--- config.mk ---
export PLATFORM = sky130hd
export DESIGN_NAME = set_bit_encoder
export DESIGN_NICKNAME = d
export VERILOG_FILES = /design/src/rtl/set_bit_enc_pkg.sv /design/src/rtl/lsb_priority_enc.sv /design/src/rtl/set_bit_encoder.sv
export SDC_FILE = /design/constraint.sdc
export NUM_CORES = 1
export LEC_CHECK = 0
export ABC_AREA = 1
export BUFFER_PORTS_ARGS = -buffer_cell sky130_fd_sc_hd__buf_2
export CORE_MARGIN = 3
export CORE_UTILIZATION = 53
export DETAILED_ROUTE_END_ITERATION = 12
export GPL_TIMING_DRIVEN = 0
export PLACE_DENSITY = 0.77
export SLEW_MARGIN = 25
export SYNTH_ARGS = -nofsm -noshare
export SYNTH_HDL_FRONTEND = slang
export SYNTH_SLANG_ARGS = --single-unit
--- constraint.sdc ---
create_clock -name i_clk -period 2 [get_ports i_clk]
set_input_delay 0.3 -clock i_clk [delete_from_list [all_inputs] [get_ports i_clk]]
set_output_delay 0.3 -clock i_clk [all_outputs]
set_load 0.005 [all_outputs]
--- src/rtl/set_bit_enc_pkg.sv ---
// Shared definitions for the set-bit encoder.
// Holds the default vector width, the index width derived from it, and the
// two-state control enum used by the top-level sequencer.
package set_bit_enc_pkg;

  localparam int DEF_WIDTH = 8;
  localparam int DEF_IDX_W = $clog2(DEF_WIDTH);

  typedef enum logic {
    IDLE = 1'b0,
    EMIT = 1'b1
  } state_e;

endpackage

--- src/rtl/lsb_priority_enc.sv ---
// Combinational lowest-set-bit priority encoder.
// Ports:
//   i_mask  WIDTH-bit mask to search
//   o_idx   binary index of the lowest set bit (0 when the mask is empty)
//   o_none  1 when no bit of the mask is set
module lsb_priority_enc #(
  parameter int WIDTH = 8,
  localparam int IDX_W = $clog2(WIDTH)
) (
  input  logic [WIDTH-1:0] i_mask,
  output logic [IDX_W-1:0] o_idx,
  output logic             o_none
);

  // Scan from the top down so the lowest set bit is the last one written.
  always_comb begin
    o_idx  = '0;
    o_none = 1'b1;
    for (int i = WIDTH - 1; i >= 0; i--) begin
      if (i_mask[i]) begin
        o_idx  = IDX_W'(i);
        o_none = 1'b0;
      end else begin
        o_idx  = o_idx;
        o_none = o_none;
      end
    end
  end

endmodule

--- src/rtl/set_bit_encoder.sv ---
// Sequential multi-hot to binary encoder.
// Accepts a WIDTH-bit vector over a valid/ready handshake, then emits the
// binary index of every set bit, lowest first, one per output handshake.
// An all-zero vector produces a single beat flagged with o_out_empty.
// Ports:
//   i_clk        clock, rising edge
//   i_rst_n      synchronous active-low reset
//   i_in_valid   input vector valid
//   o_in_ready   block can accept a vector
//   i_in_vec     vector to encode
//   o_out_valid  output beat valid
//   i_out_ready  downstream accepts the current beat
//   o_out_idx    index of the current set bit
//   o_out_last   current beat is the final one for this vector
//   o_out_empty  accepted vector was all-zero
module set_bit_encoder
  import set_bit_enc_pkg::*;
#(
  parameter int WIDTH = DEF_WIDTH,
  localparam int IDX_W = $clog2(WIDTH)
) (
  input  logic             i_clk,
  input  logic             i_rst_n,
  input  logic             i_in_valid,
  output logic             o_in_ready,
  input  logic [WIDTH-1:0] i_in_vec,
  output logic             o_out_valid,
  input  logic             i_out_ready,
  output logic [IDX_W-1:0] o_out_idx,
  output logic             o_out_last,
  output logic             o_out_empty
);

  state_e           r_state;
  logic [WIDTH-1:0] r_pending;
  logic             r_in_ready;
  logic             r_out_valid;
  logic [IDX_W-1:0] r_out_idx;
  logic             r_out_last;
  logic             r_out_empty;

  logic [WIDTH-1:0] w_cur_bit;
  logic [WIDTH-1:0] w_next_mask;
  logic [IDX_W-1:0] w_idx;
  logic             w_none;
  logic             w_next_single;

  // Mask the encoder will search for the beat after the next edge:
  // the fresh vector while idle, the pending mask minus the current bit
  // while emitting.
  always_comb begin
    w_cur_bit   = WIDTH'(1'b1) << r_out_idx;
    w_next_mask = '0;
    case (r_state)
      IDLE:    w_next_mask = i_in_vec;
      EMIT:    w_next_mask = r_pending & ~w_cur_bit;
      default: w_next_mask = '0;
    endcase
  end

  // Exactly one bit remains when clearing the lowest bit leaves nothing.
  assign w_next_single = (w_next_mask != '0) &&
                         ((w_next_mask & (w_next_mask - WIDTH'(1'b1))) == '0);

  lsb_priority_enc #(
    .WIDTH (WIDTH)
  ) u_lsb_enc (
    .i_mask (w_next_mask),
    .o_idx  (w_idx),
    .o_none (w_none)
  );

  // Control sequencer with registered handshake and beat outputs.
  always_ff @(posedge i_clk) begin
    if (!i_rst_n) begin
      r_state     <= IDLE;
      r_pending   <= '0;
      r_in_ready  <= 1'b1;
      r_out_valid <= 1'b0;
      r_out_idx   <= '0;
      r_out_last  <= 1'b0;
      r_out_empty <= 1'b0;
    end else begin
      case (r_state)
        IDLE: begin
          if (i_in_valid) begin
            r_state     <= EMIT;
            r_pending   <= i_in_vec;
            r_in_ready  <= 1'b0;
            r_out_valid <= 1'b1;
            if (w_none) begin
              r_out_idx   <= '0;
              r_out_last  <= 1'b1;
              r_out_empty <= 1'b1;
            end else begin
              r_out_idx   <= w_idx;
              r_out_last  <= w_next_single;
              r_out_empty <= 1'b0;
            end
          end else begin
            r_state <= IDLE;
          end
        end
        EMIT: begin
          if (i_out_ready) begin
            if (r_out_last) begin
              r_state     <= IDLE;
              r_pending   <= '0;
              r_in_ready  <= 1'b1;
              r_out_valid <= 1'b0;
              r_out_idx   <= '0;
              r_out_last  <= 1'b0;
              r_out_empty <= 1'b0;
            end else begin
              r_pending  <= w_next_mask;
              r_out_idx  <= w_idx;
              r_out_last <= w_next_single;
            end
          end else begin
            r_state <= EMIT;
          end
        end
        default: begin
          r_state     <= IDLE;
          r_pending   <= '0;
          r_in_ready  <= 1'b1;
          r_out_valid <= 1'b0;
          r_out_idx   <= '0;
          r_out_last  <= 1'b0;
          r_out_empty <= 1'b0;
        end
      endcase
    end
  end

  assign o_in_ready  = r_in_ready;
  assign o_out_valid = r_out_valid;
  assign o_out_idx   = r_out_idx;
  assign o_out_last  = r_out_last;
  assign o_out_empty = r_out_empty;

endmodule

==> impl_metrics.ini <==
[run_status]
status = finished clean

[sta]
slew_viol_final = 0
clock_skew_ns = 0.00376
worstMarginPinSlew_ns = 0.628
fmax_ghz = 0.593
hold_violations = 0
setup_viol = 0
rsz0062_at_grt = false
slew_headroom_pct = 58.0
holdWs_ns = 0.247
fin_ws_ns = 0.315
setup_tns_ns = 0
min_period_over_period_pct = 84.3
finalCriticalPeriod_ns = 1.69

[route]
postRouteAntennaNets = 0
wl_per_cell_um = 12.2
finalWirelength_um = 2430
initialDrtViolationCount = 32
drc = 0
firstDrtPassIters = 4
num_vias = 1068
vias_per_cell = 5.34

[synth]
yosys-top-cells-area = dfxtp_1 32%, nand2_1 13%, nand3_1 13%
synth_top_area_cell = dfxtp_1
yosysWarnings = 0
yosysSeqAreaShare_pct = 32.0
netlist_instances = 154
synth_edf_count = 0
yosysMostFrequentCell = nand2_1
synth_top_area_share_pct = 32.0
synth_fp_nets = 166
async_flop_share_pct = 0
synth.distinct_cells = 22
postSynthAreaPerCell_um2 = 6.49
synth_area_um2 = 1000
yosys-top-cells-count = 34 x nand2_1, 25 x nand3_1, 16 x dfxtp_1
ys.flop_type = dfxtp_1
ys_seq_elements = 16

[power_and_ir_drop]
power.share.combinational_pct = 28.0
peakVddDrop_mv = 0.470
p_per_area_nw_per_um2 = 668
power_w = 0.000763
p_sw_share_pct = 35.0
seq_power_share_pct = 48.7
p_switching_w = 0.000267
leakagePower_nw = 0.516
intPower_w = 0.000496
pwr-share-clk_pct = 23.3

[global_route]
grt_max_degree = 11
grt_pass1_wl_um = 4490
grt_overflow = 0
track_usage_pct = 23.5
antenna_found_initial = 0
first_global_vias = 1057

[floorplan]
initial_utilization_pct = 57.3
fp.dieW_um = 49.4
die_h_um = 49.4
coreArea_um2 = 1750
boundaryPins = 19
dieArea_um2 = 2440
rows = 15

[final_layout]
ff_latch_area_um2 = 320
drive_gt1_share_pct = 25.1
insertedDiodeCount = 0
multi_input_area_um2 = 596
finish.instance_area_um2 = 1140
nNetsFinal = 189
fill_cells = 179
area.growth.synth_to_final_pct = 14.4

[worst_setup_path]
crit_type = flip-flop to flip-flop
crit_fanout = 10
crit_arrival_ns = 1.92
worst_ep_required_time_ns = 2.23
critPathCaptureType = flip-flop
critPathLaunchType = flip-flop

[placement]
dp_slack_ns = 0.370
place_area_um2 = 1120
place_hpwl_um = 1850
portBuffers = 18
gp_congestion = 0.892

[clock_tree]
clk_latency_ns = 0.30
cts-root-buf = clkbuf_4
clkTransAtPathRegs_ns = 0.10
post_cts_buffers = 0
htreeDepth = 1
hold_buffers = 0
cts_buffer_depth = 2
clkSinkCount = 16
cts_buffers = 3
ctsResizeCount = 0
cts_tree = done

[flow_run]
drv_cap = 0

[hold_path]
worstHoldPathType = primary input to flip-flop
-- through the flow --
step	utilization, %	std cells
4_1_cts	65.5	200
5_1_grt	65.5	200
6_report	65.5	200
3_3_place_gp	64.2	197
2_1_floorplan	-	154
3_5_place_dp	64.2	197
-- cell families after synthesis --
logic type / share of synthesized area [%]
compound gates: 17.8
simple gates: 41.8
buf+inv: 8.38
flops: 32.0
-- power by group through the flow --
stage | registers [W] | logic, W | clock network (W)
2_1_floorplan | 0.000374 | 0.000156 | 0
3_3_place_gp | 0.000377 | 0.000207 | 0
3_5_place_dp | 0.000379 | 0.000213 | 0
4_1_cts | 0.000371 | 0.000214 | 0.000181
5_1_grt | 0.000376 | 0.000244 | 0.000191
6_report | 0.000372 | 0.000214 | 0.000178
-- metal layers --
| layer | vias up | track usage, % | wire (µm) |
|---|---|---|---|
| li1 | 560 | - | - |
| met3 | 5 | 4.28 | 143 |
| met2 | 34 | 40.6 | 1150 |
| met4 | 0 | 9.68 | 48 |
| met5 | - | 0 | 0 |
| met1 | 469 | 28.5 | 1090 |
-- cells in the final DEF (no fill, tap or decap), drive strengths merged --
cell,synthesis,final
nand2,45,45
nand3,25,25
buf,3,21
dfxtp,16,16
nor2,16,16
inv,15,15
o21ai,14,14
a31oi,8,8
a21oi,8,8
clkbuf,1,4
o21bai,1,1
o22ai,1,1
nand4,1,1
-- worst paths after layout --
check	cells past startpoint	endpoint	slack, ns	start
worst min register to register	2	o_out_valid	0.49	o_out_valid
worst max-delay path	7	o_out_idx[2]	0.31	r_state
worst min-delay path	3	r_state	0.25	i_in_valid
worst max register to register	7	o_out_idx[2]	0.31	r_state
-- worst max-delay path, stage by stage (launching register included) --
cell and delay [ns]:
dfxtp_1 0.44, buf_4 0.22, nand2_1 0.08, nand2_1 0.23
inv_1 0.20, a21oi_2 0.20, nand4_1 0.12, a21oi_1 0.12
-- state kept, by name (all words and copies together) (netlist names) --
| name | cells |
|---|---|
| r_pending | 8 |
| o_out_idx | 3 |
| o_in_ready | 1 |
| o_out_empty | 1 |
| o_out_last | 1 |
| o_out_valid | 1 |
| r_state | 1 |
-- final cells by class --
type | instances | share of cell area [%]
timing repair buffer | 18 | 7.88
inverter | 15 | 4.92
tap | 25 | 2.74
clock buffer | 3 | 1.97
multi-input combinational | 119 | 52.1
sequential | 16 | 28.0
buffer | 4 | 2.41
No activity file was read; power rests on OpenSTA's default activity.
